`config.mk`:
```
export PLATFORM = sky130hd
export DESIGN_NAME = flow_led_sched
export DESIGN_NICKNAME = d
export VERILOG_FILES = /design/src/rtl/flow_led_pkg.sv /design/src/rtl/key_debounce.sv /design/src/rtl/flow_led_sched.sv
export SDC_FILE = /design/constraint.sdc
export NUM_CORES = 1
export LEC_CHECK = 0
export ABC_AREA = 0
export BUFFER_PORTS_ARGS = -buffer_cell sky130_fd_sc_hd__buf_2
export CAP_MARGIN = 25
export CORE_MARGIN = 4
export CORE_UTILIZATION = 45
export CTS_CLUSTER_DIAMETER = 100
export CTS_CLUSTER_SIZE = 24
export DETAILED_ROUTE_END_ITERATION = 10
export PLACE_DENSITY_LB_ADDON = 0.1
export REMOVE_ABC_BUFFERS = 1
export SYNTH_ARGS = -nofsm -noshare
export SYNTH_HDL_FRONTEND = slang
export SYNTH_SLANG_ARGS = --single-unit
```
`constraint.sdc`:
```
create_clock -name clk_50m -period 7.23 [get_ports clk_50m]
set_input_delay 1.0845 -clock clk_50m [delete_from_list [all_inputs] [get_ports clk_50m]]
set_output_delay 1.0845 -clock clk_50m [all_outputs]
set_load 0.01 [all_outputs]
```
`src/rtl/flow_led_pkg.sv`:
```
// Shared encodings for the flowing-LED scheduler.
// Mode order, direction levels and LED count live here.
package flow_led_pkg;

  typedef enum logic [1:0] {
    MODE_UP   = 2'd0,
    MODE_DOWN = 2'd1,
    MODE_PING = 2'd2
  } mode_e;

  localparam logic DIR_UP   = 1'b1;
  localparam logic DIR_DOWN = 1'b0;
  localparam int   LED_N    = 8;

  function automatic mode_e next_mode(input mode_e m);
    mode_e r;
    case (m)
      MODE_UP:   r = MODE_DOWN;
      MODE_DOWN: r = MODE_PING;
      default:   r = MODE_UP;
    endcase
    return r;
  endfunction

endpackage

```
`src/rtl/key_debounce.sv`:
```
// Two-flop synchronizer, level debouncer and press-edge pulse
// for one active-low key.
module key_debounce #(
  parameter int DEB_CYC = 1_000_000
) (
  input  logic clk,
  input  logic rst,
  input  logic key_n,
  output logic press
);

  localparam int CW = $clog2(DEB_CYC);

  logic          sync1_q, sync2_q;
  logic          lvl_q, lvl_d;
  logic          press_q, press_d;
  logic [CW-1:0] cnt_q, cnt_d;

  // Count only while the synced level disagrees with the accepted one.
  always_comb begin
    lvl_d   = lvl_q;
    cnt_d   = '0;
    press_d = 1'b0;
    if (sync2_q != lvl_q) begin
      if (cnt_q == CW'(DEB_CYC - 1)) begin
        lvl_d   = sync2_q;
        press_d = ~sync2_q;
      end else begin
        cnt_d = cnt_q + CW'(1);
      end
    end
  end

  always_ff @(posedge clk or posedge rst) begin
    if (rst) begin
      sync1_q <= 1'b1;
      sync2_q <= 1'b1;
      lvl_q   <= 1'b1;
      cnt_q   <= '0;
      press_q <= 1'b0;
    end else begin
      sync1_q <= key_n;
      sync2_q <= sync1_q;
      lvl_q   <= lvl_d;
      cnt_q   <= cnt_d;
      press_q <= press_d;
    end
  end

  assign press = press_q;

endmodule

```
`src/rtl/flow_led_sched.sv`:
```
// Flowing-LED scheduler: prescaler, mode/run control and
// LED position stepping with debounced mode and pause keys.
module flow_led_sched
  import flow_led_pkg::*;
#(
  parameter int TICK_DIV = 25_000_000,
  parameter int DEB_CYC  = 1_000_000
) (
  input  logic       clk_50m,
  input  logic       rst,
  input  logic       key_mode_n,
  input  logic       key_pause_n,
  output logic [2:0] led_pos,
  output logic       led_dir,
  output logic       led_run,
  output logic [1:0] mode,
  output logic       step,
  output logic [7:0] flow_led
);

  localparam int PW = $clog2(TICK_DIV);

  logic          mode_press, pause_press, tick;
  logic [PW-1:0] pre_q, pre_d;
  logic [2:0]    pos_q, pos_d;
  logic          dir_q, dir_d;
  logic          run_q, run_d;
  logic          step_q, step_d;
  mode_e         mode_q, mode_d;

  key_debounce #(.DEB_CYC(DEB_CYC)) u_key_mode (
    .clk   (clk_50m),
    .rst   (rst),
    .key_n (key_mode_n),
    .press (mode_press)
  );

  key_debounce #(.DEB_CYC(DEB_CYC)) u_key_pause (
    .clk   (clk_50m),
    .rst   (rst),
    .key_n (key_pause_n),
    .press (pause_press)
  );

  assign tick = run_q && (pre_q == PW'(TICK_DIV - 1));

  always_comb begin
    pre_d  = pre_q;
    pos_d  = pos_q;
    dir_d  = dir_q;
    run_d  = run_q;
    mode_d = mode_q;
    step_d = 1'b0;
    if (run_q) pre_d = tick ? '0 : pre_q + PW'(1);
    // A mode change swallows a coincident tick.
    if (mode_press) begin
      mode_d = next_mode(mode_q);
      pre_d  = '0;
      case (mode_d)
        MODE_UP:   dir_d = DIR_UP;
        MODE_DOWN: dir_d = DIR_DOWN;
        default:   dir_d = dir_q;
      endcase
    end else if (tick) begin
      step_d = 1'b1;
      case (mode_q)
        MODE_DOWN: begin
          pos_d = pos_q - 3'd1;
          dir_d = DIR_DOWN;
        end
        MODE_PING: begin
          if (dir_q && pos_q == 3'd7) begin
            dir_d = DIR_DOWN;
            pos_d = 3'd6;
          end else if (!dir_q && pos_q == 3'd0) begin
            dir_d = DIR_UP;
            pos_d = 3'd1;
          end else begin
            pos_d = dir_q ? pos_q + 3'd1 : pos_q - 3'd1;
          end
        end
        default: begin
          pos_d = pos_q + 3'd1;
          dir_d = DIR_UP;
        end
      endcase
    end
    if (pause_press) run_d = ~run_q;
  end

  always_ff @(posedge clk_50m or posedge rst) begin
    if (rst) begin
      pre_q  <= '0;
      pos_q  <= 3'd0;
      dir_q  <= DIR_UP;
      run_q  <= 1'b1;
      mode_q <= MODE_UP;
      step_q <= 1'b0;
    end else begin
      pre_q  <= pre_d;
      pos_q  <= pos_d;
      dir_q  <= dir_d;
      run_q  <= run_d;
      mode_q <= mode_d;
      step_q <= step_d;
    end
  end

  assign led_pos  = pos_q;
  assign led_dir  = dir_q;
  assign led_run  = run_q;
  assign mode     = mode_q;
  assign step     = step_q;
  assign flow_led = 8'h01 << pos_q;

endmodule

```
=== Word-level counts from Yosys, hierarchy flattened ===
Cells that the tools add are included.

* Flip-flop bits (word level): 81
* Word-level logic and storage cells: 75
* Output and inout port bits: 16

* Bitwise gates (word level): 4
* Equal/unequal tests: 11
* Add/subtract/negate cells: 5
* Reductions and logical operators: 13
* Shift-type cells: 1
* Mux-type cells: 25

{| class="wikitable"
|+ Operator list
! kind !! count
|-
| $mux 20 || 4
|-
| $mux 25 || 3
|-
| $add 20x1->20 const B || 2
|-
| $eq 20x20->1 const B || 2
|-
| $add 25x1->25 const B || 1
|-
| $eq 25x25->1 const B || 1
|-
| $mux 1 || 10
|-
| $mux 3 || 3
|-
| $shl 1x3->8 const A || 1
|-
| $pmux 3 s2 || 1
|-
| $reduce_and 2->1 || 3
|-
| $eq 2x1->1 const B || 2
|-
| $logic_not 2->1 || 2
|-
| $ne 4x3->1 const B || 1
|-
| $not 1->1 || 4
|-
| $pmux 1 s2 || 2
|-
| $pmux 2 s2 || 1
|-
| $reduce_bool 2->1 || 2
|-
| $add 3x1->3 const B || 1
|-
| $eq 3x3->1 const B || 1
|-
| $logic_and 1x1->1 || 3
|-
| $logic_not 3->1 || 1
|-
| $ne 3x3->1 const B || 1
|-
| $reduce_and 3->1 || 1
|-
| other kinds (5) || 6
|}

=== Longest topological paths before layout ===
* Depth after elaboration: 7
* Mapped depth: 7
* Gate-level depth less buffers: 7

=== Hierarchy ===
Synthesis repeated with hierarchy kept, for this count alone.

* Cells, all modules: 423
* Area, all modules: 4403.0 sq um

{| class="wikitable"
|+ Modules (own cells, without submodules)
! module !! sequential area each (sq um) !! cells each !! area an instance (sq um) !! instances
|-
| key_debounce || 604.3 || 108 || 1192.4 || 2
|-
| flow_led_sched || 828.3 || 207 || 2018.2 || 1
|}

=== Worst setup path before layout ===
Ideal clock, no wire load.

* Kind: register to output
* Start: register pos_q[0] (netlist: led_pos[0])
* End: output flow_led[0]
* Path buffers: 0
* Setup slack: 5.128 ns
* Data required time: 6.145 ns
* Arrival time: 1.018 ns
* Cell stages (with the launch flop): 4
* Cell sequence: dfrtp_1 inv_1 ha_1 nor2b_1

* Word-level cells in the longest chain between the ends: 1

{| class="wikitable"
|+ RTL lines
! what !! line !! source
|-
| from (decl) || flow_led_sched.sv:25 || <nowiki>logic [2:0] pos_q, pos_d;</nowiki>
|-
| from (signal assigned) || flow_led_sched.sv:101 || <nowiki>pos_q <= pos_d;</nowiki>
|-
| $shl 1x3->8 || flow_led_sched.sv:114 || <nowiki>assign flow_led = 8'h01 << pos_q;</nowiki>
|-
| to (decl) || flow_led_sched.sv:18 || <nowiki>output logic [7:0] flow_led</nowiki>
|}

No other way between the ends.

=== Final worst setup path ===
* Start: register pos_q[1] (netlist: led_pos[1])
* End: output flow_led[0]

The elaborated chain is that of the path after synthesis.

==> reports/results.ini <==
[power_and_ir_drop]
power_uw = 913.8
netSwitchingFraction_pct = 20.36
internal_power_uw = 727.7
p_per_area_mw_per_mm2 = 197.3
power_leakage_uw = 0.002080
combPwrFrac_pct = 2.1
seqPwrFrac_pct = 50.4
switchingPower_uw = 186.1
ir_drop_mv = 0.07989
p_clk_share_pct = 47.4

[timing]
fin_crit_sh_pct = 36.29
fmax_mhz = 381.1
clock_skew_ns = 0.01191
min_period_ns = 2.624
rsz0062_at_grt = no
tns_ns = 0
worst_pin_slew_ns = 0.7010
finalHoldViolations = 0
drv_slew = 0
relSlewSlack_pct = 52.91
setup_violations = 0

[clock_tree]
clkTransAtPathRegs_ns = 0.08
postCtsHoldBufs = 0
htreeDepth = 3
cts.sink_count = 81
postCtsSetupBuffers = 0
cts_buffer_depth = 2
cts_buffers = 9
clk-insertion-delay-late_ns = 0.35
clock_tree.root_cell = clkbuf_8
cts_tree = done
ctsResizeCount = 0

[layout]
syn2layout_area_growth_pct = 11.41
fillers = 775
multi_input_area_mm2 = 0.002016
fin_nets = 461
final_cells = 557
final_layout_size_suffix_gt1_share_pct = 12.47
insertedDiodeCount = 0
regArea_mm2 = 0.002037

[routing]
antenna_left = 0
firstDrtPassIters = 4
drc = 0
wl_met1_um = 3824
routed_via_density = 5.246
dr_wl_met2_um = 3348
wirelength_um = 7516
vias = 2922
wl_met3_um = 212
drt_iter0_drc = 86
wl_per_cell_um = 13.49
top_layer = met4

[global_routing]
grt_pass1_vias = 2836
grtUsageTotal_pct = 14.79
grt_pass1_wl_um = 13400
overflow = 0
grt_max_degree = 82
antenna_found_initial = 0

[yosys]
ys_ff_latch = 81
synthTopCellsByArea = dfrtp_1, xor2_1, nor2_1, dfstp_2, xnor2_1
syn_area_per_cell_um2 = 9.873
yosysTopAreaCell = dfrtp_1
synthesis.area_mm2 = 0.004156
yosys_warnings = 0
yosysMostFrequentCell = nor2_1
ys_seq_area_share_pct = 49.01
ys_types = 46
synth_edf_count = 0
synthArstFlopShare_pct = 100.0
ys_top_cells_by_count = nor2_1, dfrtp_1, xor2_1
ys.flop_type = dfrtp_1
yosysTopAreaCellShare_pct = 43.95
syn_inst = 421

[die]
coreArea_mm2 = 0.008848
ios = 20
die_y_um = 104.1
rows = 34
die-area_mm2 = 0.01084
initial_core_util_pct = 46.97
die_w_um = 104.1

[placed_design]
dpl.hpwl_um = 4995
placedCellCount = 540
portBuffers = 19
place_congestion = 0.8034

[job]
maxCapViolCount = 0

[critical_path]
crit_path_end_kind = primary output
worstPathRequired_ns = 6.15
worstReg2RegEnd = pre_q[10]$_DFFE_PP0P_
r2r_slack_ns = 5.02
start_kind = flop
worstPathMaxFanout = 6
cp-endpoint = flow_led[0]
rr_worst_depth = 5
arrival_ns = 1.54
reg2reg_from = pre_q[15]$_DFFE_PP0P_
setup.worst_path.start = led_pos[1]$_DFFE_PP0P_
crit_type = flop to primary output

[worst_hold_path]
whs_path_depth = 0
holdCritStartpoint = u_key_mode.sync1_q$_DFF_PP1_
hp-class = flop to flop

[run_status]
status = complete, no violations

==> power groups by stage <==
stage | Combinational (uW) | Clock (uW) | Sequential (uW)
2_1_floorplan | 12.9 | 0 | 469
3_3_place_gp | 18.7 | 0 | 470
3_5_place_dp | 18.9 | 0 | 470
4_1_cts | 18.9 | 446 | 461
5_1_grt | 23.2 | 466 | 462
6_report | 19.6 | 433 | 461
==> cell usage in the layout (no fill, tap or decap), types with 4 or more instances in the layout <==
master      n
ha_1       13
nor4b_1     4
nand2b_1    5
nor2b_1     7
dfstp_2     8
and3_1     10
nand3_1    30
xnor2_1    22
clkbuf_8    9
dfrtp_1    73
a21oi_1     5
nor2_1     77
nand4_1    18
nor4_1      7
nand2_1    31
bufinv_16   4
nor3_1      4
xor2_1     38
buf_2      19
nand3b_1    4
and2_1      5
inv_1      11
==> stage by stage <==
step	util (%)	area, um2	worst slack, ns	hold slack (ns)
2_1_floorplan	-	4098	4.079	0.3452
3_3_place_gp	49.01	4337	5.055	0.3455
3_5_place_dp	49.01	4337	4.995	0.3468
4_1_cts	52.02	4603	4.591	0.3589
5_1_grt	52.33	4631	4.474	0.3627
6_report	52.33	4631	4.606	0.3578
==> final cells by class <==
class	count	share of cell area, %
flip-flops and latches	81	43.99
clock buffers	9	2.675
repair buffers	21	2.810
inverters	12	0.9997
multi-input cells	319	43.53
clock inverters	7	3.080
well taps	108	2.918
==> sequential cells by signal (all words and copies together) (netlist names) <==
register / cells
u_key_pause.lvl_q: 1
u_key_mode.sync2_q: 1
u_key_pause.sync1_q: 1
u_key_pause.cnt_q: 20
mode: 2
u_key_mode.sync1_q: 1
led_pos: 3
u_key_mode.lvl_q: 1
u_key_mode.cnt_q: 20
led_run: 1
u_key_pause.sync2_q: 1
step: 1
u_key_mode.press: 1
u_key_pause.press: 1
led_dir: 1
pre_q: 25
==> cells by family after synthesis <==
kind of cell	count (synthesis)	share of synthesized area [%]
AND/OR/NAND/NOR	223	27.87
flip-flops	81	49.01
XOR/XNOR	60	12.64
buffers and inverters	21	2.498
AO/OA/AOI/OAI	18	2.799
adder cells (fa/ha/maj)	13	3.913
multiplexers	5	1.264
==> per-layer routing <==
layer	track usage (%)	vias to the layer above
li1	-	1476
met3	2.607	12
met5	0	-
met2	22.89	47
met1	20.42	1387
met4	6.363	0
==> worst min path at each step <==
stage / slack, ns / endpoint
after floorplan: 0.35 / u_key_mode.sync2_q$_DFF_PP1_
after global placement: 0.35 / u_key_pause.sync2_q$_DFF_PP1_
after detailed placement: 0.35 / u_key_mode.sync2_q$_DFF_PP1_
after CTS: 0.36 / u_key_mode.sync2_q$_DFF_PP1_
after global routing: 0.36 / u_key_mode.sync2_q$_DFF_PP1_
final: 0.36 / u_key_mode.sync2_q$_DFF_PP1_
==> critical path, cell delays in order (launching register included) <==
cell,delay (ns)
dfrtp_1,0.46
inv_1,0.13
ha_1,0.19
nor2b_1,0.24
buf_2,0.18
Power figures use the tool's default switching activity.
